==> config.mk <==
export PLATFORM = sky130hd
export DESIGN_NAME = mem_stage
export DESIGN_NICKNAME = d
export VERILOG_FILES = /design/src/rtl/mem_stage.sv
export SDC_FILE = /design/constraint.sdc
export NUM_CORES = 1
export LEC_CHECK = 0
export CAP_MARGIN = 10
export CORE_MARGIN = 2
export CORE_UTILIZATION = 34
export CTS_CLUSTER_DIAMETER = 150
export DETAILED_ROUTE_END_ITERATION = 10
export HOLD_SLACK_MARGIN = 0.03
export PLACE_DENSITY = 0.78
export REMOVE_ABC_BUFFERS = 1
export SLEW_MARGIN = 20
export SYNTH_ARGS = -nofsm -noshare
export SYNTH_HDL_FRONTEND = slang
export SYNTH_SLANG_ARGS = --single-unit
export TNS_END_PERCENT = 30
==> constraint.sdc <==
create_clock -name clk -period 1.6 [get_ports clk]
set_clock_uncertainty 0.05 [all_clocks]
set_input_delay 0.32 -clock clk [delete_from_list [all_inputs] [get_ports clk]]
set_output_delay 0.32 -clock clk [all_outputs]
set_load 0.03 [all_outputs]
==> src/rtl/mem_stage.sv <==
// mem_stage: RV32I memory-access stage with data-bus FSM, load formatting and the MEM/WB register.
// Define MISALIGN_TRAP_EN to add misalign_o and suppress misaligned H/W bus accesses.
module mem_stage #(
    parameter int TIMEOUT_CYC = 255
) (
    input  logic        clk,
    input  logic        rst,
    input  logic        valid_i,
    input  logic [31:0] pc_4_i,
    input  logic [31:0] alu_i,
    input  logic [31:0] store_data_i,
    input  logic        mem_rd_i,
    input  logic        mem_wr_i,
    input  logic [2:0]  funct3_i,
    input  logic        wb_sel1_i,
    input  logic        wb_sel2_i,
    input  logic [4:0]  rd_i,
    input  logic        reg_we_i,
    output logic        stall_o,
    output logic        dmem_req_o,
    output logic        dmem_we_o,
    output logic [31:0] dmem_addr_o,
    output logic [31:0] dmem_wdata_o,
    output logic [3:0]  dmem_be_o,
    input  logic        dmem_gnt_i,
    input  logic        dmem_rvalid_i,
    input  logic [31:0] dmem_rdata_i,
    output logic        wb_valid_o,
    output logic [31:0] pc_4_o,
    output logic [31:0] alu_o,
    output logic [31:0] mem_o,
    output logic        wb_sel1_o,
    output logic        wb_sel2_o,
    output logic [4:0]  rd_o,
    output logic        reg_we_o,
`ifdef MISALIGN_TRAP_EN
    output logic        misalign_o,
`endif
    output logic        bus_err_o
);

    localparam int CNT_W = (TIMEOUT_CYC > 1) ? $clog2(TIMEOUT_CYC) : 1;

    typedef enum logic [1:0] {
        S_IDLE,
        S_REQ,
        S_WAIT
    } state_t;

    typedef struct packed {
        logic        valid;
        logic [31:0] pc_4;
        logic [31:0] alu;
        logic [31:0] mem;
        logic        sel1;
        logic        sel2;
        logic [4:0]  rd;
        logic        reg_we;
        logic        bus_err;
    } memwb_t;

    state_t           state_q, state_d;
    logic [CNT_W-1:0] wait_cnt_q;
    memwb_t           wb_q, wb_d;

    logic        mem_op, is_byte, is_half, misalign, wd_expire;
    logic        complete, bus_err;
    logic [1:0]  off;
    logic [3:0]  lane_be;
    logic [31:0] lane_wdata, load_fmt, mem_d;
    logic [7:0]  ld_byte;
    logic [15:0] ld_half;

    assign mem_op  = mem_rd_i | mem_wr_i;
    assign off     = alu_i[1:0];
    assign is_byte = (funct3_i[1:0] == 2'b00);
    assign is_half = (funct3_i[1:0] == 2'b01);

`ifdef MISALIGN_TRAP_EN
    assign misalign = valid_i & mem_op &
                      ((is_half & off[0]) | (~is_byte & ~is_half & (off != 2'b00)));
`else
    assign misalign = 1'b0;
`endif

    assign wd_expire = (TIMEOUT_CYC != 0) && (state_q == S_WAIT) && !dmem_rvalid_i &&
                       (wait_cnt_q == CNT_W'(TIMEOUT_CYC - 1));

    // NOTE: sequential state uses non-blocking assignments so every flop samples pre-edge values.
    always_ff @(posedge clk or negedge rst) begin
        if (!rst) state_q <= S_IDLE;
        else      state_q <= state_d;
    end

    always_ff @(posedge clk or negedge rst) begin
        if (!rst)                    wait_cnt_q <= '0;
        else if (state_q != S_WAIT)  wait_cnt_q <= '0;
        else                         wait_cnt_q <= wait_cnt_q + CNT_W'(1);
    end

    always_comb begin
        // NOTE: default first, so no path through this block leaves state_d unassigned (no latch).
        state_d = state_q;
        case (state_q)
            S_IDLE:  if (valid_i && mem_op && !misalign) state_d = S_REQ;
            S_REQ:   if (dmem_gnt_i) state_d = (mem_wr_i || dmem_rvalid_i) ? S_IDLE : S_WAIT;
            S_WAIT:  if (dmem_rvalid_i || wd_expire) state_d = S_IDLE;
            default: state_d = S_IDLE;
        endcase
    end

    always_comb begin
        stall_o    = 1'b0;
        dmem_req_o = 1'b0;
        complete   = 1'b0;
        bus_err    = 1'b0;
        case (state_q)
            S_IDLE: begin
                if (valid_i) begin
                    if (mem_op && !misalign) stall_o  = 1'b1;
                    else                     complete = 1'b1;
                end
            end
            S_REQ: begin
                dmem_req_o = 1'b1;
                if (dmem_gnt_i && (mem_wr_i || dmem_rvalid_i)) complete = 1'b1;
                else                                           stall_o  = 1'b1;
            end
            S_WAIT: begin
                if (dmem_rvalid_i) begin
                    complete = 1'b1;
                end else if (wd_expire) begin
                    complete = 1'b1;
                    bus_err  = 1'b1;
                end else begin
                    stall_o = 1'b1;
                end
            end
            default: ;
        endcase
        // Reset releases upstream and the bus in the same cycle, not at the next edge.
        if (!rst) begin
            stall_o    = 1'b0;
            dmem_req_o = 1'b0;
        end
    end

    always_comb begin
        lane_be    = 4'b1111;
        lane_wdata = store_data_i;
        if (is_byte) begin
            lane_be    = 4'b0001 << off;
            lane_wdata = {4{store_data_i[7:0]}};
        end else if (is_half) begin
            lane_be    = off[1] ? 4'b1100 : 4'b0011;
            lane_wdata = {2{store_data_i[15:0]}};
        end
    end

    assign dmem_we_o    = dmem_req_o & mem_wr_i;
    assign dmem_addr_o  = dmem_req_o ? {alu_i[31:2], 2'b00} : 32'h0;
    assign dmem_be_o    = dmem_req_o ? lane_be : 4'b0000;
    assign dmem_wdata_o = dmem_we_o ? lane_wdata : 32'h0;

    always_comb begin
        ld_byte = dmem_rdata_i[7:0];
        case (off)
            2'd1:    ld_byte = dmem_rdata_i[15:8];
            2'd2:    ld_byte = dmem_rdata_i[23:16];
            2'd3:    ld_byte = dmem_rdata_i[31:24];
            default: ld_byte = dmem_rdata_i[7:0];
        endcase
        ld_half = off[1] ? dmem_rdata_i[31:16] : dmem_rdata_i[15:0];
        case (funct3_i)
            3'b000:  load_fmt = {{24{ld_byte[7]}}, ld_byte};
            3'b100:  load_fmt = {24'h0, ld_byte};
            3'b001:  load_fmt = {{16{ld_half[15]}}, ld_half};
            3'b101:  load_fmt = {16'h0, ld_half};
            default: load_fmt = dmem_rdata_i;
        endcase
    end

    // Load data only exists on a real bus completion; aborts and traps write zero.
    assign mem_d = (complete && mem_rd_i && (state_q != S_IDLE) && !bus_err) ? load_fmt : 32'h0;

    always_comb begin
        wb_d = '0;
        if (complete) begin
            wb_d.valid   = 1'b1;
            wb_d.pc_4    = pc_4_i;
            wb_d.alu     = alu_i;
            wb_d.mem     = mem_d;
            wb_d.sel1    = wb_sel1_i;
            wb_d.sel2    = wb_sel2_i;
            wb_d.rd      = rd_i;
            wb_d.reg_we  = reg_we_i & ~bus_err & ~misalign;
            wb_d.bus_err = bus_err;
        end
    end

    always_ff @(posedge clk or negedge rst) begin
        if (!rst) wb_q <= '0;
        else      wb_q <= wb_d;
    end

`ifdef MISALIGN_TRAP_EN
    logic misalign_q;
    always_ff @(posedge clk or negedge rst) begin
        if (!rst) misalign_q <= 1'b0;
        else      misalign_q <= complete & misalign;
    end
    assign misalign_o = misalign_q;
`endif

    assign wb_valid_o = wb_q.valid;
    assign pc_4_o     = wb_q.pc_4;
    assign alu_o      = wb_q.alu;
    assign mem_o      = wb_q.mem;
    assign wb_sel1_o  = wb_q.sel1;
    assign wb_sel2_o  = wb_q.sel2;
    assign rd_o       = wb_q.rd;
    assign reg_we_o   = wb_q.reg_we;
    assign bus_err_o  = wb_q.bus_err;

endmodule
==> impl_table.tex <==
\begin{tabular}{lr}
\hline
Metric & Value \\
\hline
\multicolumn{2}{l}{\textbf{Setup path}} \\
Worst Reg-to-Reg Cells & 6 \\
Library cell appearing most often on the critical path & nand2\_4 \\
Path type of the worst setup path & reg -> out \\
End point of the critical path & dmem\_wdata\_o[8] \\
Data required time of the worst path & 1.23 ns \\
Critical path depth & 7 \\
Critical Path End Type & output pin \\
Buf+Inv Stages, Crit Path & 3 \\
Worst path cell trace & nor2b\_4, nand2\_4, clkinv\_4, nand2\_4, buf\_12, a21oi\_2, buf\_6 \\
Arr. time, crit path & 1.66 ns \\
Maximum cell stage delay along the critical path & 0.42 ns \\
Terminus of the critical flop-to-flop path & alu\_o[1] \\
Maximum fanout along the worst path & 13 \\
Startpoint of the most critical register-to-register path & state\_q[0] \\
Startpoint of the worst setup timing path & state\_q[1] \\
Cell type of the slowest stage on the worst timing path & dfrtp\_1 \\
Register-to-register path setup slack & -0.26 ns \\
Startpoint types & flip-flop \\
Cell family with the largest share of critical-path delay & flip-flops \\
\multicolumn{2}{l}{\textbf{CTS}} \\
TritonCTS clock tree & yes \\
Number of buffers between clock root and the deepest sink & 2 \\
H-tree depth reported by CTS & 4 \\
Clock insertion delay at the later pin of the skew report & 0.41 ns \\
Clock transition at the registers of the reported paths & 0.06 ns \\
Number of buffers created by CTS & 17 \\
Number of clock sinks seen by CTS & 116 \\
Clock tree root driver cell & clkbuf\_16 \\
\multicolumn{2}{l}{\textbf{Yosys}} \\
Biggest area contributors in the synthesized netlist & dfrtp\_1, and2\_1, and3\_1 \\
Share of synthesized registers carrying an async set or reset & 100\% \\
Mean area per synthesized cell & 10.1 um2 \\
Cell taking the most area after synthesis & dfrtp\_1 \\
Synthesized flop and latch total & 116 \\
Post-Syn Area & 5270 um2 \\
Number of distinct standard cells referenced by the synthesized netlist & 42 \\
Area fraction of the dominant cell type after synthesis & 55.1\% \\
Proportion of synthesized chip area in sequential cells & 55.1\% \\
Number of flops mapped to enable cells by yosys & 0 \\
Mapped Cells & 524 \\
Total number of yosys warnings & 0 \\
Most frequently used flop master after synthesis & dfrtp\_1 \\
\multicolumn{2}{l}{\textbf{Route}} \\
WL/cell & 17.5 um \\
Number of design rule violations left after detail routing & 0 \\
Number of detailed-route iterations in the first pass & 4 \\
Detailed-route wire length & 19.4 mm \\
Detailed router's first-iteration violation count & 257 \\
Post-route ant nets & 0 \\
Vias per inst & 4.83 \\
Routed via count & 5,350 \\
\multicolumn{2}{l}{\textbf{Final layout}} \\
Cell area after layout & 10,200 um2 \\
Fraction of layout cells with a size suffix above 1 & 28.5\% \\
Synth-to-Final Area Change & 93.5\% \\
Number of nets in the layout & 1,053 \\
Area of the multi-input gates & 2510 um2 \\
Post-route non-filler standard cell count & 1,107 \\
Sequential cell area & 2900 um2 \\
Count of fill cells added during filler insertion & 1,175 \\
Share of the core filled with cells in the final layout & 67.3\% \\
\multicolumn{2}{l}{\textbf{Status}} \\
Outcome & finished with violations \\
Violations in the final reports & setup timing \\
\multicolumn{2}{l}{\textbf{Timing}} \\
Final worst slack & -0.435 ns \\
Max\_slew headroom & 51.3\% \\
Setup total negative slack & -40.71 ns \\
Max Clock Freq & 0.491 GHz \\
Count of endpoints failing hold in the final timing report & 0 \\
WHS & 0.0168 ns \\
Worst Max-Slew Pin Slew & 0.730 ns \\
Number of max-slew violations in the final report & 0 \\
Final critical-path share of the clock period & 127\% \\
Setup repair after global routing missed its margin & true \\
Minimum clock period after layout & 2.03 ns \\
Number of setup violations in the final report & 162 \\
\multicolumn{2}{l}{\textbf{Floorplan}} \\
Starting Density & 34.8\% \\
Die Footprint & 16,500 um2 \\
Horiz. Die Dim & 128 um \\
I/O pin count & 323 \\
Standard-cell row count & 45 \\
Overall die height & 128 um \\
Core Area & 15,100 um2 \\
\multicolumn{2}{l}{\textbf{Place}} \\
Port bufs & 320 \\
Number of placed instances with taps included & 1,062 \\
Cell area reported after detailed placement & 9000 um2 \\
Total half-perimeter wirelength after legalization and detailed placement & 13.8 mm \\
GP Congestion & 0.819 \\
Setup Slack @ Placement & -0.658 ns \\
\multicolumn{2}{l}{\textbf{GRT}} \\
Vias in the first global route & 5,374 \\
Antenna violations before repair & 1 \\
Grt total ovfl & 0 \\
Overall routing resource usage & 23.0\% \\
Largest net degree at the start of global routing & 58 \\
Wire length of the first global-routing pass & 29.1 mm \\
\multicolumn{2}{l}{\textbf{Pwr}} \\
Pwr/cell area & 895 nW/um2 \\
Leakage power & 5.16 nW \\
Total Power & 9.12 mW \\
Worst ir drop on vdd & 0.000682 V \\
\multicolumn{2}{l}{\textbf{Flow run}} \\
\# Max-Cap Violations & 0 \\
\multicolumn{2}{l}{\textbf{Min path}} \\
Hold WC Path Type & in -> async \\
\hline
\end{tabular}
## cell type report
cell class / count / area share [%]
Multi-Input combinational cell: 361 / 24.6
Clock inverter: 14 / 1.28
Sequential cell: 116 / 28.5
Inverter: 9 / 0.381
Timing Repair Buffer: 400 / 38.6
Clock buffer: 18 / 4.31
Antenna cell: 1 / 0.0246
Tap cell: 188 / 2.31
## worst reg2reg max path, delay by kind of cell (launching register included)
kind | cells | cell delay, ns
AOI/OAI and AO/OA | 2 | 0.34
buffers and inverters | 2 | 0.36
DFF | 1 | 0.40
and+or+nand+nor | 2 | 0.63
## cells in the final DEF (no fill, tap or decap), drive strengths merged, types with 4 or more instances in the layout
cell,n
buf,152
clkdlybuf4s50,139
dfrtp,116
dlygate4sd2,107
and2,71
nor2,64
a21oi,44
and3,42
mux2i,22
nand2,22
nor3,21
clkbuf,18
o21ai,18
inv,10
clkinv,10
nor2b,8
or3,5
xor2,4
a2bb2oi,4
a211o,4
## where the power goes
part	switching [mW]	internal [mW]	total, mW
registers	0.0415	3.10	3.14
logic	1.32	1.09	2.42
clock network	1.37	2.19	3.56
## synthesized netlist by cell type (4+ instances only)
cell type and count:
or3_1 5, nor2b_1 8, and3_1 42, mux2i_1 22, inv_1 8, clkbuf_1 19, buf_2 9, nor3_1 21
xor2_1 4, nand2_1 22, a21oi_1 43, buf_6 7, o21ai_0 17, a211o_1 4, and2_1 71, a2bb2oi_1 4
nor2_1 64, dfrtp_1 116
## cells by family after synthesis
kind of cell / synth area share [%]
compound gates: 9.69
flops: 55.1
simple gates: 24.6
xor+xnor: 0.832
other cells: 0.0712
mux: 4.40
buf+inv: 4.85
fa+ha+maj: 0.475
## registers in the layout (all words and copies together) (netlist names)
name / count
pc_4_o: 32
wait_cnt_q: 8
wb_valid_o: 1
wb_sel2_o: 1
mem_o: 32
wb_sel1_o: 1
alu_o: 32
rd_o: 5
bus_err_o: 1
reg_we_o: 1
state_q: 2
## per-layer routing
metal | share of wire [%] | global-route usage, %
met1 | 37 | 25.9
met2 | 52 | 41.0
met3 | 8.1 | 6.44
met4 | 2.8 | 9.76
met5 | 0.031 | 0
## worst min-delay path by stage
stage | startpoint | endpoint | slack [ns]
after detailed placement | rst | alu_o[17] | 0.23
after CTS | rst | state_q[0] | 0.05
after global placement | rst | alu_o[17] | 0.23
after floorplan | rst | alu_o[0] | -0.03
after global routing | rst | state_q[0] | 0.09
final | rst | state_q[0] | 0.02
## what timing repair did
action	4_1_cts	5_1_grt
hold endpoints to repair	22	0
hold buffers	1	0
pin swaps	23	11
gates resized for setup	211	62
cloned	2	0
setup buffers	2	9
endpoints found under the setup margin	275	166
No activity file was read; power rests on OpenSTA's default activity.
